File: config.mk
export PLATFORM = sky130hd
export DESIGN_NAME = memwb_pipe_stage
export DESIGN_NICKNAME = d
export VERILOG_FILES = /design/src/rtl/memwb_pipe_stage.sv
export SDC_FILE = /design/constraint.sdc
export NUM_CORES = 1
export LEC_CHECK = 0
export ABC_AREA = 1
export CORE_MARGIN = 8
export CORE_UTILIZATION = 40
export CTS_CLUSTER_DIAMETER = 200
export CTS_CLUSTER_SIZE = 14
export DETAILED_ROUTE_END_ITERATION = 10
export PLACE_DENSITY = 0.78
export SYNTH_ARGS = -nofsm -noshare
export SYNTH_HDL_FRONTEND = slang
export SYNTH_SLANG_ARGS = --single-unit
File: constraint.sdc
create_clock -name clk -period 1.9 [get_ports clk]
set_input_delay 0.19 -clock clk [delete_from_list [all_inputs] [get_ports clk]]
set_output_delay 0.19 -clock clk [all_outputs]
set_load 0.02 [all_outputs]
File: src/rtl/memwb_pipe_stage.sv
// MEM/WB pipeline stage: valid/ready handshake, stall, flush, writeback data/enable.
// Optional macro MEMWB_SKID_EN selects a 2-entry skid buffer with a registered o_ready.
module memwb_pipe_stage #(
    parameter int DATA_W = 32,
    parameter int RD_W   = 5
) (
    input  logic              clk,
    input  logic              rst,
    input  logic              flush,
    input  logic              i_valid,
    output logic              o_ready,
    input  logic [DATA_W-1:0] i_ddata,
    input  logic [DATA_W-1:0] i_aluo,
    input  logic [DATA_W-1:0] i_imm,
    input  logic [RD_W-1:0]   i_rd,
    input  logic              i_mem_t_reg,
    input  logic              i_reg_w,
    input  logic              i_rd_in,
    output logic              o_valid,
    input  logic              i_ready,
    output logic [DATA_W-1:0] o_ddata,
    output logic [DATA_W-1:0] o_aluo,
    output logic [DATA_W-1:0] o_imm,
    output logic [RD_W-1:0]   o_rd,
    output logic              o_mem_t_reg,
    output logic              o_reg_w,
    output logic              o_rd_in,
    output logic [DATA_W-1:0] o_wb_data,
    output logic              o_wb_we
);

    typedef struct packed {
        logic [DATA_W-1:0] ddata;
        logic [DATA_W-1:0] aluo;
        logic [DATA_W-1:0] imm;
        logic [RD_W-1:0]   rd;
        logic              mem_t_reg;
        logic              reg_w;
        logic              rd_in;
    } entry_t;

    localparam int ENTRY_W = $bits(entry_t);

    function automatic logic [DATA_W-1:0] wb_select(input entry_t e);
        if (e.mem_t_reg) begin
            return e.ddata;
        end else if (e.rd_in) begin
            return e.imm;
        end else begin
            return e.aluo;
        end
    endfunction

    entry_t in_s;
    entry_t head_r;
    logic   valid_r;

    assign in_s = {i_ddata, i_aluo, i_imm, i_rd, i_mem_t_reg, i_reg_w, i_rd_in};

    assign o_valid     = valid_r;
    assign o_ddata     = head_r.ddata;
    assign o_aluo      = head_r.aluo;
    assign o_imm       = head_r.imm;
    assign o_rd        = head_r.rd;
    assign o_mem_t_reg = head_r.mem_t_reg;
    assign o_reg_w     = head_r.reg_w;
    assign o_rd_in     = head_r.rd_in;
    assign o_wb_data   = wb_select(head_r);
    // x0 is hard-wired zero, so writes to it are never issued
    assign o_wb_we     = valid_r & i_ready & head_r.reg_w & (head_r.rd != {RD_W{1'b0}});

`ifdef MEMWB_SKID_EN
    typedef enum logic [1:0] {
        EMPTY = 2'd0,
        FULL  = 2'd1,
        SKID  = 2'd2
    } state_t;

    state_t state_r;
    state_t state_nxt_s;
    entry_t skid_r;
    logic   ready_r;
    logic   load_head_s;
    logic   load_skid_s;
    logic   move_skid_s;

    assign o_ready = ready_r;

    // Next-state and load-select decode; flush overrides every transition
    always_comb begin
        state_nxt_s = state_r;
        load_head_s = 1'b0;
        load_skid_s = 1'b0;
        move_skid_s = 1'b0;
        if (flush) begin
            state_nxt_s = EMPTY;
        end else begin
            case (state_r)
                EMPTY: begin
                    if (i_valid) begin
                        load_head_s = 1'b1;
                        state_nxt_s = FULL;
                    end else begin
                        state_nxt_s = EMPTY;
                    end
                end
                FULL: begin
                    if (i_valid && i_ready) begin
                        load_head_s = 1'b1;
                        state_nxt_s = FULL;
                    end else if (i_valid) begin
                        load_skid_s = 1'b1;
                        state_nxt_s = SKID;
                    end else if (i_ready) begin
                        state_nxt_s = EMPTY;
                    end else begin
                        state_nxt_s = FULL;
                    end
                end
                SKID: begin
                    if (i_ready) begin
                        move_skid_s = 1'b1;
                        state_nxt_s = FULL;
                    end else begin
                        state_nxt_s = SKID;
                    end
                end
                default: begin
                    state_nxt_s = EMPTY;
                end
            endcase
        end
    end

    // State, handshake flops and entry storage
    always_ff @(posedge clk) begin
        if (rst) begin
            state_r <= EMPTY;
            ready_r <= 1'b1;
            valid_r <= 1'b0;
            head_r  <= {ENTRY_W{1'b0}};
            skid_r  <= {ENTRY_W{1'b0}};
        end else begin
            state_r <= state_nxt_s;
            ready_r <= (state_nxt_s != SKID);
            valid_r <= (state_nxt_s != EMPTY);
            if (load_head_s) begin
                head_r <= in_s;
            end else if (move_skid_s) begin
                head_r <= skid_r;
            end
            if (load_skid_s) begin
                skid_r <= in_s;
            end
        end
    end
`else
    logic accept_s;
    logic drain_s;

    assign o_ready  = i_ready | ~valid_r;
    assign accept_s = i_valid & o_ready & ~flush;
    assign drain_s  = valid_r & i_ready;

    // Single-entry register; a flushed beat is not loaded
    always_ff @(posedge clk) begin
        if (rst) begin
            valid_r <= 1'b0;
            head_r  <= {ENTRY_W{1'b0}};
        end else begin
            if (flush) begin
                valid_r <= 1'b0;
            end else if (accept_s) begin
                valid_r <= 1'b1;
            end else if (drain_s) begin
                valid_r <= 1'b0;
            end
            if (accept_s) begin
                head_r <= in_s;
            end
        end
    end
`endif

endmodule
* Yosys cells after proc, flatten, opt, wreduce, memory -nomap -nowiden
Index checks and enable logic that the tools add are counted.
** Storage, ports and cells
- Register bits :: 105
- Bits of input ports :: 109
- Output and inout bits :: 139
- Logic and storage cells :: 23
** Cells by class
- Muxes and demuxes :: 4
- Bitwise gates (word level) :: 8
- Reduce and logical (&&, ||, !) cells :: 3
** Operator list (number)
- 2-to-1 mux 32 bit :: 2
- bitwise AND 1 bit :: 5
- nonzero test 5 bit :: 1
- 2-to-1 mux 1 bit :: 2
- NOT 1 bit :: 2
- nonzero test 2 bit :: 1
- OR reduction 2 bit :: 1
- OR 1 bit :: 1

* Depth between registers and ports, before layout
Gate-level depths: netlist of the first run.
- Depth after elaboration :: 5
- Mapped depth :: 7
- Gate-level depth less buffers :: 5

* Least setup slack after synthesis of the first run
No wires, ideal clock.
- Path type :: register to output
- From :: reg head_r (netlist bit o_rd_in)
- To :: out o_wb_data[21]
- Arrival :: 1388 ps
- Required time :: 1710 ps
- Setup slack :: 322 ps
- Cell stages (with the launch flop) :: 5
- Path through :: dfxtp_1 -> clkbuf_1 -> clkbuf_1 -> a21oi_1 -> a21oi_1
** On the way
- Word-level cells in the longest chain between the ends :: 2
** RTL lines
- start: declaration :: RTL line 55 : entry_t head_r;
- start signal: assignment :: RTL line 169 : head_r <= {ENTRY_W{1'b0}};
- start signal: assignment :: RTL line 179 : head_r <= in_s;
- 2-to-1 mux 32 bit :: RTL line 47 : end else if (e.rd_in) begin
- 2-to-1 mux 32 bit :: RTL line 45 : if (e.mem_t_reg) begin
- end: declaration :: RTL line 28 : output logic [DATA_W-1:0] o_wb_data,
No other way between the ends.

* Worst setup path after layout of the first run
- From :: reg head_r (netlist bit o_mem_t_reg)
- To :: out o_mem_t_reg
** RTL lines
- end: declaration :: RTL line 25 : output logic o_mem_t_reg,
No word-level cell between the ends.

==> metrics.txt, run 1 <==
status=completed; CP Class=reg -> out; Clock transition at path regs=around 70 ps; Startpoint Class=flip-flop; Syn Inst Count=839; max-slew violations=0; count of cell types in the netlist=14; Port Buf Inserts=247; Crit. End Element=primary output; fin worst setup slack=78.3 ps; Ant. Diodes=0; Final #Nets=approximately 1200; starting DRC count in detailed routing=360; Row Count=42; share of cells above drive strength 1=4.17%; Layout area overhead=55.3%; Wirelength per Cell=15.3 µm; Die Y=roughly 130 µm; clock root buffer=clkbuf_16; Max clock buf depth=2; antenna violations before repair=0; Slew Limit Headroom=76.1%; Mean Syn Cell Area=around 6.3 µm²; final hold viol count=0; sw frac=a little under 30%; Finished Cell Area=8250 µm²; worst-path cell chain=buf_4 -> clkdlybuf4s50_1; DR vias=approximately 6100; pin count of the biggest net entering global routing=91; DR DRC count=0; Net Switching=1830 µW; clk_lat worst skew=340 ps; Via density=approximately 4.9; Routed WL=18800 µm; PD cells=763 nW/µm²; mapped cell area=5310 µm²; post-route ant nets=0; Area contributors post-synth=dfxtp_1 (40%), a21oi_1 (16%), nand2_1 (9.9%); VDD IR max=0.421 mV; RSZ-0062 raised after global routing=false; vias in the first global route=about 5500; Final Util=63.0%; WP data required=1710 ps; grt total ovfl=0; Layout fillers=about 1200; # hold bufs at CTS=0; total track usage=20.7%; CP peak stage delay=660 ps; clock skew=5.70 ps; Worst Hold Class=in -> reg; Achievable Freq=549 MHz; H-tree Lvls=3; min Tclk post-route=1820 ps; Die ar.=17200 µm²; Slew @ Worst Pin=359 ps; post-synthesis sequential area ratio=39.6%; CTS tree=done; Internal Power=~4500 µW; dpl cell area=7950 µm²; Mapped Nets=between 900 and 1000; first-pass GRT wire length=approximately 30000 µm; area leader, netlist=dfxtp_1; Combinational Power Share=between 20% and 30%; Worst R2R Setup Slack=510 ps; CP max FO=18; clock sink count=105; Max-Cap Viols=0; DRT Pass-1 Iters=6; Yosys top cell area share=approximately two fifths; hold slack=456 ps; Slowest-stage cell, CP=clkdlybuf4s50_1; pre-CTS setup slack=139 ps; Reg power frac=~40%; LEAKAGE=just under 0.004 µW; Die X=131 µm; final setup vio count=0; fin crit share=95.9%; # IOs=248; Yosys reg bits=105; Clk network pwr share=34.1%; Ys Warns=0; worst path arrival time=1630 ps; final setup TNS=0 ps; Initial Util=40.6%; Detailed Place HPWL=13600 µm; Core Region=~13000 µm²; commonest cells after routing, fill and taps aside=clkdlybuf4s50_1 (214), a21oi_1 (169), nand2_1 (139); gpl congestion=0.836; most common cell after layout, fill and taps aside=clkdlybuf4s50_1; CTS Buf Count=9
what timing repair did:
action	in CTS	in global routing
endpoints found under the setup margin	32	3
setup buffers	0	0
pin swaps	0	0
gates resized for setup	32	4
per-stage QoR:
| step | power [µW] | instances |
|---|---|---|
| after floorplan | 3390 | 839 |
| after global placement | 4250 | 1215 |
| after detailed placement | 4270 | 1215 |
| after CTS | 6340 | 1231 |
| after global routing | 6600 | 1231 |
| final | 6290 | 1231 |
final timing paths:
kind,end,cells after the start,from
max,o_mem_t_reg,2,o_mem_t_reg
min,o_valid,2,rst
max reg2reg,o_imm[11],6,o_valid
min reg2reg,o_ddata[31],2,o_ddata[31]
power groups by stage:
stage               combinational [µW]  clock (µW)  sequential (µW)
floorplan                          699           0             2690
global placement                  1720           0             2540
detailed placement                1730           0             2540
CTS                               1670        2180             2490
global route                      1800        2280             2510
finish                            1660        2150             2490
metal layers:
metal / vias to the layer above / part of all wire, % / track usage [%]
met5: - / 0 / 0
met4: 0 / 2.0 / 6.52
met3: 29 / 8.4 / 6.29
met2: 216 / 48 / 34.8
met1: 2767 / 42 / 24.8
li1: 3059 / - / -
logic make-up after synthesis:
group                  after synthesis  synth area share [%]
flip-flops                         105                  39.6
AND/OR/NAND/NOR                    385                  29.8
AO/OA/AOI/OAI                      169                  15.9
buffers and inverters              180                  14.7
critical path: cells and delay by family, from the launching register on:
kind	cells	cell delay, ps
buffers and inverters	2	930
DFF	1	360
synth_stat cells:
| cell type | count |
|---|---|
| inv_2 | 2 |
| clkbuf_1 | 19 |
| a21oi_1 | 169 |
| inv_1 | 108 |
| buf_1 | 3 |
| nand2_1 | 140 |
| buf_2 | 32 |
| buf_6 | 1 |
| nor2_4 | 1 |
| nand3_1 | 104 |
| dfxtp_1 | 105 |
| buf_4 | 15 |
| nor3_1 | 2 |
| nor2_1 | 138 |
layout make-up:
type                    instances  area (µm²)  share of cell area [%]
clock inverters                 6         105                    1.27
inverters                     110         414                    5.02
repair buffers                270        2730                    33.1
flip-flops and latches        105        2100                    25.5
multi-input cells             554        2440                    29.6
clock buffers                  10         239                    2.90
well taps                     176         220                    2.67
Power figures use the tool's default switching activity.
==> inputs of run 2 (changes only) <==
- GPL_ROUTABILITY_DRIVEN: default -> 0
==> results of run 2 <==
No change in the layout: final DEF, timing and power equal those of run 1.
